`config.mk`:
```
export PLATFORM = sky130hd
export DESIGN_NAME = imm_gen_pipe_flat
export DESIGN_NICKNAME = d
export VERILOG_FILES = /design/src/rtl/imm_gen_pipe_if.sv /design/src/rtl/imm_gen_pipe.sv /design/src/flat_wrapper.sv
export SDC_FILE = /design/constraint.sdc
export NUM_CORES = 1
export LEC_CHECK = 0
export BUFFER_PORTS_ARGS = -buffer_cell sky130_fd_sc_hd__buf_2
export CAP_MARGIN = 20
export CELL_PAD_IN_SITES_DETAIL_PLACEMENT = 1
export CELL_PAD_IN_SITES_GLOBAL_PLACEMENT = 2
export CORE_MARGIN = 1
export CORE_UTILIZATION = 35
export CTS_BUF_LIST = sky130_fd_sc_hd__clkbuf_16
export CTS_CLUSTER_DIAMETER = 60
export CTS_CLUSTER_SIZE = 10
export DETAILED_ROUTE_END_ITERATION = 8
export PLACE_DENSITY = 0.89
export SYNTH_ARGS = -nofsm -noshare
export SYNTH_HDL_FRONTEND = slang
export SYNTH_SLANG_ARGS = --single-unit
```
`constraint.sdc`:
```
create_clock -name clk -period 6.9 [get_ports clk]
set_input_delay 1.035 -clock clk [delete_from_list [all_inputs] [get_ports clk]]
set_output_delay 1.035 -clock clk [all_outputs]
set_load 0.01 [all_outputs]
```
`src/rtl/imm_gen_pipe_if.sv`:
```
// imm_gen_pipe_if: valid/ready input and output channels of the immediate
// generator plus the debug illegal-instruction counter.
// master = instruction producer / result consumer, slave = imm_gen_pipe.
interface imm_gen_pipe_if #(
    parameter int XLEN  = 32,
    parameter int CNT_W = 16
);
    logic             in_valid;
    logic             in_ready;
    logic [31:0]      in_ir;
    logic             out_valid;
    logic             out_ready;
    logic [XLEN-1:0]  out_imm;
    logic [2:0]       out_fmt;
    logic             out_illegal;
    logic [31:0]      out_ir;
    logic [CNT_W-1:0] illegal_cnt;

    modport master (
        output in_valid, in_ir, out_ready,
        input  in_ready, out_valid, out_imm, out_fmt, out_illegal, out_ir, illegal_cnt
    );

    modport slave (
        input  in_valid, in_ir, out_ready,
        output in_ready, out_valid, out_imm, out_fmt, out_illegal, out_ir, illegal_cnt
    );
endinterface

```
`src/rtl/imm_gen_pipe.sv`:
```
// imm_gen_pipe: pipelined RISC-V immediate generator for the decode stage.
// One instruction per cycle in, sign-extended immediate + format code +
// illegal flag out one cycle later. A one-entry skid register keeps in_ready
// a pure flop output. A saturating counter tallies accepted illegal words.
// Optional feature macro: ZICSR_UIMM_EN (CSR*I instructions report fmt 6 with
// the zero-extended 5-bit uimm instead of the I-immediate).
module imm_gen_pipe #(
    parameter int XLEN  = 32,
    parameter int CNT_W = 16
) (
    input  logic          clk,
    input  logic          rst,
    imm_gen_pipe_if.slave bus
);

    localparam logic [6:0] OP_LOAD   = 7'b0000011;
    localparam logic [6:0] OP_FENCE  = 7'b0001111;
    localparam logic [6:0] OP_IMM    = 7'b0010011;
    localparam logic [6:0] OP_AUIPC  = 7'b0010111;
    localparam logic [6:0] OP_IMM32  = 7'b0011011;
    localparam logic [6:0] OP_STORE  = 7'b0100011;
    localparam logic [6:0] OP_REG    = 7'b0110011;
    localparam logic [6:0] OP_LUI    = 7'b0110111;
    localparam logic [6:0] OP_REG32  = 7'b0111011;
    localparam logic [6:0] OP_BRANCH = 7'b1100011;
    localparam logic [6:0] OP_JALR   = 7'b1100111;
    localparam logic [6:0] OP_JAL    = 7'b1101111;
    localparam logic [6:0] OP_SYSTEM = 7'b1110011;

    localparam logic [2:0] FMT_R   = 3'd0;
    localparam logic [2:0] FMT_I   = 3'd1;
    localparam logic [2:0] FMT_S   = 3'd2;
    localparam logic [2:0] FMT_B   = 3'd3;
    localparam logic [2:0] FMT_U   = 3'd4;
    localparam logic [2:0] FMT_J   = 3'd5;
    localparam logic [2:0] FMT_Z   = 3'd6;
    localparam logic [2:0] FMT_ILL = 3'd7;

    localparam logic [CNT_W-1:0] CNT_MAX = {CNT_W{1'b1}};

    typedef enum logic [0:0] {
        ST_EMPTY = 1'b0,
        ST_FULL  = 1'b1
    } skid_state_t;

    // Every immediate is first built as a 32-bit value; widening to XLEN
    // replicates bit 31 (the Z uimm has bit 31 clear, so it zero-extends).
    function automatic logic [XLEN-1:0] sext_xlen(input logic [31:0] v);
        logic [XLEN-1:0] r;
        r       = {XLEN{v[31]}};
        r[31:0] = v;
        return r;
    endfunction

    logic [31:0]      w_ir;
    logic [31:0]      w_imm32;
    logic [XLEN-1:0]  w_imm;
    logic [2:0]       w_fmt;
    logic             w_illegal;
    logic             w_in_xfer;
    logic             w_out_xfer;

    skid_state_t      r_state;
    logic             r_in_ready;
    logic             r_out_valid;
    logic [XLEN-1:0]  r_out_imm;
    logic [2:0]       r_out_fmt;
    logic             r_out_illegal;
    logic [31:0]      r_out_ir;
    logic [XLEN-1:0]  r_skid_imm;
    logic [2:0]       r_skid_fmt;
    logic             r_skid_illegal;
    logic [31:0]      r_skid_ir;
    logic [CNT_W-1:0] r_illegal_cnt;

    assign w_ir       = bus.in_ir;
    assign w_in_xfer  = bus.in_valid && r_in_ready;
    assign w_out_xfer = r_out_valid && bus.out_ready;

    // Opcode decode: pick the immediate layout and format for the incoming word.
    always_comb begin
        w_imm32   = 32'd0;
        w_fmt     = FMT_R;
        w_illegal = 1'b0;
        case (w_ir[6:0])
            OP_IMM, OP_LOAD, OP_JALR, OP_FENCE: begin
                w_imm32 = {{20{w_ir[31]}}, w_ir[31:20]};
                w_fmt   = FMT_I;
            end
            OP_SYSTEM: begin
`ifdef ZICSR_UIMM_EN
                if (w_ir[14]) begin
                    w_imm32 = {27'd0, w_ir[19:15]};
                    w_fmt   = FMT_Z;
                end else begin
                    w_imm32 = {{20{w_ir[31]}}, w_ir[31:20]};
                    w_fmt   = FMT_I;
                end
`else
                w_imm32 = {{20{w_ir[31]}}, w_ir[31:20]};
                w_fmt   = FMT_I;
`endif
            end
            OP_STORE: begin
                w_imm32 = {{20{w_ir[31]}}, w_ir[31:25], w_ir[11:7]};
                w_fmt   = FMT_S;
            end
            OP_BRANCH: begin
                w_imm32 = {{20{w_ir[31]}}, w_ir[7], w_ir[30:25], w_ir[11:8], 1'b0};
                w_fmt   = FMT_B;
            end
            OP_LUI, OP_AUIPC: begin
                w_imm32 = {w_ir[31:12], 12'd0};
                w_fmt   = FMT_U;
            end
            OP_JAL: begin
                w_imm32 = {{12{w_ir[31]}}, w_ir[19:12], w_ir[20], w_ir[30:21], 1'b0};
                w_fmt   = FMT_J;
            end
            OP_REG: begin
                w_imm32 = 32'd0;
                w_fmt   = FMT_R;
            end
            OP_IMM32: begin
                // RV64-only word-sized arithmetic; unknown opcode on RV32.
                if (XLEN == 64) begin
                    w_imm32 = {{20{w_ir[31]}}, w_ir[31:20]};
                    w_fmt   = FMT_I;
                end else begin
                    w_imm32   = 32'd0;
                    w_fmt     = FMT_ILL;
                    w_illegal = 1'b1;
                end
            end
            OP_REG32: begin
                if (XLEN == 64) begin
                    w_imm32 = 32'd0;
                    w_fmt   = FMT_R;
                end else begin
                    w_imm32   = 32'd0;
                    w_fmt     = FMT_ILL;
                    w_illegal = 1'b1;
                end
            end
            default: begin
                // Also covers every word whose low two bits are not 2'b11.
                w_imm32   = 32'd0;
                w_fmt     = FMT_ILL;
                w_illegal = 1'b1;
            end
        endcase
    end

    assign w_imm = sext_xlen(w_imm32);

    // Skid FSM: output register takes new items directly unless it is stalled,
    // in which case the item parks in the skid register and in_ready drops.
    always_ff @(posedge clk or posedge rst) begin
        if (rst) begin
            r_state        <= ST_EMPTY;
            r_in_ready     <= 1'b1;
            r_out_valid    <= 1'b0;
            r_out_imm      <= '0;
            r_out_fmt      <= 3'd0;
            r_out_illegal  <= 1'b0;
            r_out_ir       <= 32'd0;
            r_skid_imm     <= '0;
            r_skid_fmt     <= 3'd0;
            r_skid_illegal <= 1'b0;
            r_skid_ir      <= 32'd0;
        end else begin
            case (r_state)
                ST_EMPTY: begin
                    if (w_in_xfer) begin
                        if (!r_out_valid || bus.out_ready) begin
                            r_out_valid   <= 1'b1;
                            r_out_imm     <= w_imm;
                            r_out_fmt     <= w_fmt;
                            r_out_illegal <= w_illegal;
                            r_out_ir      <= w_ir;
                        end else begin
                            r_skid_imm     <= w_imm;
                            r_skid_fmt     <= w_fmt;
                            r_skid_illegal <= w_illegal;
                            r_skid_ir      <= w_ir;
                            r_state        <= ST_FULL;
                            r_in_ready     <= 1'b0;
                        end
                    end else if (w_out_xfer) begin
                        r_out_valid <= 1'b0;
                    end
                end
                ST_FULL: begin
                    // in_ready is low here, so the only event is the drain.
                    if (bus.out_ready) begin
                        r_out_valid   <= 1'b1;
                        r_out_imm     <= r_skid_imm;
                        r_out_fmt     <= r_skid_fmt;
                        r_out_illegal <= r_skid_illegal;
                        r_out_ir      <= r_skid_ir;
                        r_state       <= ST_EMPTY;
                        r_in_ready    <= 1'b1;
                    end
                end
                default: begin
                    r_state     <= ST_EMPTY;
                    r_in_ready  <= 1'b1;
                    r_out_valid <= 1'b0;
                end
            endcase
        end
    end

    // Debug tally of accepted illegal instructions; sticks at all-ones.
    always_ff @(posedge clk or posedge rst) begin
        if (rst) begin
            r_illegal_cnt <= '0;
        end else if (w_in_xfer && w_illegal && (r_illegal_cnt != CNT_MAX)) begin
            r_illegal_cnt <= r_illegal_cnt + CNT_W'(1);
        end
    end

    assign bus.in_ready    = r_in_ready;
    assign bus.out_valid   = r_out_valid;
    assign bus.out_imm     = r_out_imm;
    assign bus.out_fmt     = r_out_fmt;
    assign bus.out_illegal = r_out_illegal;
    assign bus.out_ir      = r_out_ir;
    assign bus.illegal_cnt = r_illegal_cnt;

endmodule

```
`src/flat_wrapper.sv`:
```
// flat-port wrapper written by rule: the top's interface ports become plain ports
module imm_gen_pipe_flat 
#(
    parameter int XLEN  = 32,
    parameter int CNT_W = 16
)
  (clk, rst, bus_in_valid, bus_in_ir, bus_out_ready, bus_in_ready, bus_out_valid, bus_out_imm, bus_out_fmt, bus_out_illegal, bus_out_ir, bus_illegal_cnt);
  imm_gen_pipe_if #(.XLEN(XLEN), .CNT_W(CNT_W)) bus_i ();
  input  logic clk;
  input  logic rst;
  input wire logic [$bits(bus_i.in_valid)-1:0] bus_in_valid;
  input wire logic [$bits(bus_i.in_ir)-1:0] bus_in_ir;
  input wire logic [$bits(bus_i.out_ready)-1:0] bus_out_ready;
  output wire logic [$bits(bus_i.in_ready)-1:0] bus_in_ready;
  output wire logic [$bits(bus_i.out_valid)-1:0] bus_out_valid;
  output wire logic [$bits(bus_i.out_imm)-1:0] bus_out_imm;
  output wire logic [$bits(bus_i.out_fmt)-1:0] bus_out_fmt;
  output wire logic [$bits(bus_i.out_illegal)-1:0] bus_out_illegal;
  output wire logic [$bits(bus_i.out_ir)-1:0] bus_out_ir;
  output wire logic [$bits(bus_i.illegal_cnt)-1:0] bus_illegal_cnt;
  assign bus_i.in_valid = bus_in_valid;
  assign bus_i.in_ir = bus_in_ir;
  assign bus_i.out_ready = bus_out_ready;
  assign bus_in_ready = bus_i.in_ready;
  assign bus_out_valid = bus_i.out_valid;
  assign bus_out_imm = bus_i.out_imm;
  assign bus_out_fmt = bus_i.out_fmt;
  assign bus_out_illegal = bus_i.out_illegal;
  assign bus_out_ir = bus_i.out_ir;
  assign bus_illegal_cnt = bus_i.illegal_cnt;
  imm_gen_pipe #(.XLEN(XLEN), .CNT_W(CNT_W)) u_core (.clk(clk), .rst(rst), .bus(bus_i));
endmodule
```
# ---- Yosys cells after proc, flatten, opt, wreduce, memory -nomap -nowiden
# Cells that the tools add are included.
dict set report word_totals {
  reg_bits 155
  latch_bits 0
  mem_bits_rw 0
  romBits 0
  word_cells 77
  n_memories 0
}
dict set report op_classes {
  n_addsub 1
  n_mul 0
  div 0
  magnitude_cmp 0
  eq_ne 18
  n_shift 0
  muxes 31
  n_bitwise 2
  reduce_logical 13
}
# operator n
set ops {}
lappend ops {{32-bit 2-to-1 mux} 6}
lappend ops {{32-bit case mux with 5 select lines} 1}
lappend ops {{32-bit case mux with 2 select lines} 2}
lappend ops {{7-bit equality test, second input constant} 4}
lappend ops {{7-bit by 6-bit equality test with 1-bit output, second input constant} 3}
lappend ops {{3-bit case mux with 6 select lines} 1}
lappend ops {{16-bit by 1-bit adder with 16-bit output, second input constant} 1}
lappend ops {{16-bit inequality test, second input constant} 1}
lappend ops {{7-bit by 5-bit equality test with 1-bit output, second input constant} 2}
lappend ops {{1-bit 2-to-1 mux} 13}
lappend ops {{3-bit AND reduction} 4}
lappend ops {{11-bit OR reduction} 1}
lappend ops {{3-bit 2-to-1 mux} 3}
lappend ops {{1-bit case mux with 2 select lines} 4}
lappend ops {{7-bit by 2-bit equality test with 1-bit output, second input constant} 1}
lappend ops {{7-bit by 4-bit equality test with 1-bit output, second input constant} 1}
lappend ops {{3-bit case mux with 2 select lines} 1}
lappend ops {{5-bit OR reduction} 1}
lappend ops {{1-bit logical AND} 4}
lappend ops {{2-bit by 1-bit inequality test with 1-bit output, second input constant} 2}
lappend ops {{2-bit inequality test, second input constant} 2}
lappend ops {{3-bit by 1-bit inequality test with 1-bit output, second input constant} 1}
lappend ops {{3-bit inequality test, second input constant} 1}
lappend ops {{1-bit NOT} 2}
lappend ops {{3 further kinds} 3}

# ---- Logic depth before layout (Yosys ltp)
dict set report depth {
  depth_word 6
  depth_mapped 8
  ltp_nobuf 5
}

# ---- Worst setup path after synthesis
# OpenSTA, ideal clock, no wires.
dict set report synth_path {
  path_kind {input to register}
  start {in bus_in_ir[4]}
  end {reg u_core.r_illegal_cnt[1], in the netlist u_core.bus.illegal_cnt[1]}
  arrival_time_ps 2326
  required_time_ps 6775
  setup_slack_ps 4449
  stages 6
  n_path_buf 1
  path_cell_list {buf_4 -> nor2b_2 -> o21ai_2 -> a32o_2 -> nor3_1 -> mux2_2}
}
dict set report synth_via {
  elab_chain_cells 5
  word_cells_on_any_way 15
  cone_classes {11 x eq/ne; 1 x mux; 3 x reduce/logical}
}
# element line
set synth_rtl {}
lappend synth_rtl {{start: declaration} flat_wrapper.sv:12} ;# input wire logic [$bits(bus_i.in_ir)-1:0] bus_in_ir;
lappend synth_rtl {{7-bit by 5-bit equality test with 1-bit output (tied with other cells)} imm_gen_pipe.sv:85} ;# case (w_ir[6:0])
lappend synth_rtl {{11-bit OR reduction (no line) *} -}
lappend synth_rtl {{1-bit 2-to-1 mux *} -}
lappend synth_rtl {{1-bit logical AND * (2 in series)} imm_gen_pipe.sv:218} ;# end else if (w_in_xfer && w_illegal && (r_illegal_cnt != CNT_MAX)) begin
lappend synth_rtl {{end signal: assignment} imm_gen_pipe.sv:219} ;# r_illegal_cnt <= r_illegal_cnt + CNT_W'(1);
lappend synth_rtl {{end: declaration} imm_gen_pipe.sv:74} ;# logic [CNT_W-1:0] r_illegal_cnt;
# Mark *: on every way between the ends. The rest lies on a longest branch, timed or not.
# A chain may end at the register's enable or synchronous reset.

# ---- Worst setup path in the final report
dict set report layout_path {
  start {reg u_core.r_state}
  end {reg u_core.r_out_imm[26], in the netlist u_core.bus.out_imm[26]}
}
dict set report layout_via {
  elab_chain_cells 3
  word_cells_on_any_way 6
  cone_classes {3 x eq/ne; 1 x mux; 1 x bitwise; 1 x reduce/logical}
}
# element line
set layout_rtl {}
lappend layout_rtl {{start: declaration} imm_gen_pipe.sv:63} ;# skid_state_t r_state;
lappend layout_rtl {{start signal: assignment} imm_gen_pipe.sv:160} ;# r_state <= ST_EMPTY;
lappend layout_rtl {{start signal: assignment} imm_gen_pipe.sv:186} ;# r_state <= ST_FULL;
lappend layout_rtl {{start signal: assignment} imm_gen_pipe.sv:201} ;# r_state <= ST_EMPTY;
lappend layout_rtl {{1-bit NOT (no line)} -}
lappend layout_rtl {{2-bit by 1-bit inequality test with 1-bit output (no line)} -}
lappend layout_rtl {{3-bit AND reduction (no line)} -}
lappend layout_rtl {{end signal: assignment} imm_gen_pipe.sv:177} ;# r_out_imm <= w_imm;
lappend layout_rtl {{end signal: assignment} imm_gen_pipe.sv:197} ;# r_out_imm <= r_skid_imm;
lappend layout_rtl {{end: declaration} imm_gen_pipe.sv:66} ;# logic [XLEN-1:0] r_out_imm;
# Parallel ways exist; a longest one is shown, timed or not.

==> summary.log <==
INFO  run_status     status=completed
INFO  die            die-height=143.8µm
INFO  cts            post_cts_clock_slew_at_the_launch_and_capture_registers_of_the_worst_setup_and_hold_paths=70ps
INFO  cts            cts_bufs_inserted=17
INFO  detailed_routing first_iter_violations=295
INFO  global_routing global_route.usage.total=20.27%
INFO  logic_synthesis post_synth_inst_count=726
INFO  logic_synthesis mappedNetlistArea=7034µm²
INFO  logic_synthesis postSynthAreaPerCell=9.689µm²
INFO  finish         area_of_combinational_cells_with_multiple_inputs=2902µm²
INFO  power          highest_ir_drop_seen_on_vdd=0.1966mV
INFO  setup_path     critPathBufInv=2
INFO  setup_path     timing.critical_path.slowest_cell_delay=780ps
INFO  cts            cts-resized-gates=0
INFO  cts            holdBufCountCts=0
INFO  sta            unrepaired_setup_endpoints_after_global_routing=false
INFO  logic_synthesis synth_largest_area_cell=sky130_fd_sc_hd__dfrtp_1
INFO  setup_path     worstPathCellList=buf_4 > inv_1 > nand2_1 > nor2_1 > a21oi_1
INFO  cts            clock_insertion_delay_worst_skew=430ps
INFO  finish         antenna_cells=0
INFO  detailed_routing ant_nets=0
INFO  die            floorplan.initialDensity=35.91%
INFO  global_routing grt_pass1_wl=32,060µm
INFO  sta            timing.max_slew.rel_slack=34.57%
INFO  global_routing via_count_of_the_first_global_routing_pass=5,822
INFO  global_routing grt_max_degree=85
INFO  cts            post-cts-setup-buffers=0
INFO  power          p_leak=0.003948µW
INFO  finish         layout.core_utilization=42.85%
INFO  die            fp.dieW=143.8µm
INFO  power          power_density=429.7nW/µm²
INFO  detailed_routing drt-wirelength-per-cell=18.07µm
INFO  cts            tritoncts=built
INFO  setup_path     critical_path_class=reg2reg
INFO  logic_synthesis ys_warn_count=0
INFO  sta            timing.final.setup_violations=0
INFO  logic_synthesis synth_most_common_cell=sky130_fd_sc_hd__nand2_1
INFO  logic_synthesis yosysTopAreaCellShare=54.78%
INFO  logic_synthesis ys_async_sr_fraction=100.0%
INFO  detailed_routing post_route_wl=19,870µm
INFO  finish         register_area=3881µm²
INFO  setup_path     worstPathMaxFanout=43
INFO  placement      post-dp-hpwl=12,930µm
INFO  die            core_area=19,590µm²
INFO  die            die_area=20,670µm²
INFO  die            pin_count=122
INFO  logic_synthesis synth_common_cells=sky130_fd_sc_hd__nand2_1 (183), sky130_fd_sc_hd__dfrtp_1 (154), sky130_fd_sc_hd__o21ai_0 (82), sky130_fd_sc_hd__a21oi_1 (42), sky130_fd_sc_hd__mux2i_1 (33)
INFO  worst_hold_path hold_path_class=reg2reg
INFO  setup_path     worst-endpoint-required=7160ps
INFO  setup_path     start_kind=register
INFO  placement      place_congestion=0.7528
INFO  finish         finalNetCount=859
INFO  placement      buffer_ports.inserted=121
INFO  logic_synthesis post_synth_main_area_contributors=sky130_fd_sc_hd__dfrtp_1 (55%), sky130_fd_sc_hd__nand2_1 (9.8%), sky130_fd_sc_hd__o21ai_0 (5.8%)
INFO  cts            clk_root_buffer_cell=sky130_fd_sc_hd__clkbuf_16
INFO  cts            cts_h_tree_depth=4
INFO  global_routing overflow=0
INFO  finish         final.fill_count=2,276
INFO  sta            worst_pin_slew=981.4ps
INFO  sta            finalCriticalPeriod=3066ps
INFO  sta            final-max-slew-violation-count=0
INFO  finish         final_layout_size_suffix_gt1_share=21.92%
INFO  job            number_of_max_cap_violations=0
INFO  detailed_routing route.detailed.vias_per_inst=5.266
INFO  sta            fmax=326.2MHz
INFO  sta            finClkSkew=8.037ps
INFO  cts            clock_sink_count=155
INFO  setup_path     cp.arrival=3330ps
INFO  detailed_routing remaining_drc_errors=0
INFO  detailed_routing vias=5,793
INFO  sta            setup_slack=3834ps
INFO  logic_synthesis sequential_to_total_area_share_from_yosys_stat=55.16%
INFO  detailed_routing drt_pre_antenna_iters=5
INFO  logic_synthesis synth_enable_flop_cells=0
INFO  cts            cts_max_path_buffers=2
INFO  logic_synthesis synth_seq_cells=155
INFO  logic_synthesis synth_cell_types=59
INFO  global_routing antenna_found_initial=0
INFO  sta            finalHoldViolations=0
INFO  sta            fin_crit_sh=44.43%
INFO  setup_path     critPathTopFamily=simple AND/OR/NAND/NOR gates
INFO  die            rows=51
INFO  logic_synthesis ys.flop_type=sky130_fd_sc_hd__dfrtp_1
INFO  placement      pre_cts_ws=3452ps
INFO  finish         layout-area-overhead-vs-synth=19.33%
INFO  setup_path     worst_path_max_delay_cell=sky130_fd_sc_hd__nor2_1
INFO  logic_synthesis syn-num-nets=763
INFO  setup_path     endpoint_kind=register
INFO  sta            tns=0ps
-- area by class of cell --
cell class,count,share of cell area (%)
Tap cell,265,3.950
Sequential cell,155,46.24
Clock inverter,15,2.057
Inverter,5,0.2832
Timing Repair Buffer,128,7.840
Multi-Input combinational cell,515,34.57
Clock buffer,17,5.068
-- worst paths after layout --
check | depth (start not counted) | slack, ps | from | end
hold / removal | 2 | 460 | u_core.r_skid_fmt[2] | u_core.r_skid_fmt[2]
setup / recovery | 5 | 3830 | u_core.r_state | u_core.bus.out_imm[26]
setup reg to reg | 5 | 3830 | u_core.r_state | u_core.bus.out_imm[26]
max in group asynchronous | 3 | 4680 | rst | u_core.r_skid_imm[4]
min in group asynchronous | 2 | 740 | rst | u_core.bus.out_ir[3]
hold reg to reg | 2 | 460 | u_core.r_skid_fmt[2] | u_core.r_skid_fmt[2]
-- logic make-up (layout without fill, tap and decap cells) --
| group | Yosys count | in the layout | share of synthesized area [%] |
|---|---|---|---|
| AOI/OAI and AO/OA | 166 | 166 | 14.14 |
| xor gates and xnor gates | 16 | 16 | 1.992 |
| adders and majority gates | 1 | 1 | 0.1778 |
| buffers and inverters | 56 | 165 | 3.967 |
| DFF | 155 | 155 | 55.16 |
| muxes | 35 | 35 | 5.016 |
| and+or+nand+nor | 297 | 297 | 19.55 |
-- where the power goes --
group	total, µW	internal (µW)	switching, µW
sequential	1560	1310	250
combinational	1090	420	666
clock	958	569	389
-- registers in the layout, summed over array words and instances (netlist names) --
signal / cells
u_core.bus.out_ir: 32
u_core.bus.out_fmt: 3
u_core.r_state: 1
u_core.bus.illegal_cnt: 16
u_core.r_skid_imm: 32
u_core.bus.in_ready: 1
u_core.r_skid_illegal: 1
u_core.bus.out_illegal: 1
u_core.r_skid_fmt: 3
u_core.r_skid_ir: 32
u_core.bus.out_imm: 32
u_core.bus.out_valid: 1
-- metrics by stage --
| stage | hold slack (ps) | instances | total power, µW | cell area (µm²) |
|---|---|---|---|---|
| final | 460.6 | 1100 | 3607 | 8394 |
| after global routing | 470.1 | 1100 | 3856 | 8394 |
| after CTS | 462.0 | 1100 | 3648 | 8394 |
| after detailed placement | 447.4 | 1068 | 2672 | 7796 |
| after global placement | 441.1 | 1068 | 2622 | 7796 |
| after floorplan | 430.0 | 726 | 2204 | 7034 |
-- metal layers --
layer	vias up	share of wire [%]	GRT usage, %	routed length, µm
met5	-	0	0	0
met4	0	0.95	4.479	189
met3	14	3.7	3.732	727
met2	115	47	33.01	9374
met1	2952	48	27.95	9581
li1	2712	-	-	-
-- placed cells by master, fill, tap and decap left out, types with 3 or more instances in the layout --
cell and instances:
sky130_fd_sc_hd__nand2_1 183, sky130_fd_sc_hd__dfrtp_1 153, sky130_fd_sc_hd__buf_2 121, sky130_fd_sc_hd__o21ai_0 82
sky130_fd_sc_hd__a21oi_1 42, sky130_fd_sc_hd__mux2i_1 33, sky130_fd_sc_hd__nor2_1 31, sky130_fd_sc_hd__or3_1 24
sky130_fd_sc_hd__clkbuf_16 17, sky130_fd_sc_hd__xor2_1 15, sky130_fd_sc_hd__and3_1 13, sky130_fd_sc_hd__nor3_1 8
sky130_fd_sc_hd__a31oi_1 8, sky130_fd_sc_hd__nand3_1 7, sky130_fd_sc_hd__a221o_1 7, sky130_fd_sc_hd__buf_4 7
sky130_fd_sc_hd__a32oi_1 6, sky130_fd_sc_hd__inv_1 5, sky130_fd_sc_hd__nor4_2 4, sky130_fd_sc_hd__nand2b_1 4
sky130_fd_sc_hd__inv_6 4, sky130_fd_sc_hd__nor4_1 3, sky130_fd_sc_hd__nor4b_1 3, sky130_fd_sc_hd__clkinvlp_4 3
sky130_fd_sc_hd__bufinv_16 3
-- tightest hold or removal path: stages, from the launching register on --
cell,delay (ps)
sky130_fd_sc_hd__dfrtp_1,330
sky130_fd_sc_hd__nand2_1,50
sky130_fd_sc_hd__nand2_1,50
(Power assumes the default switching activity.)
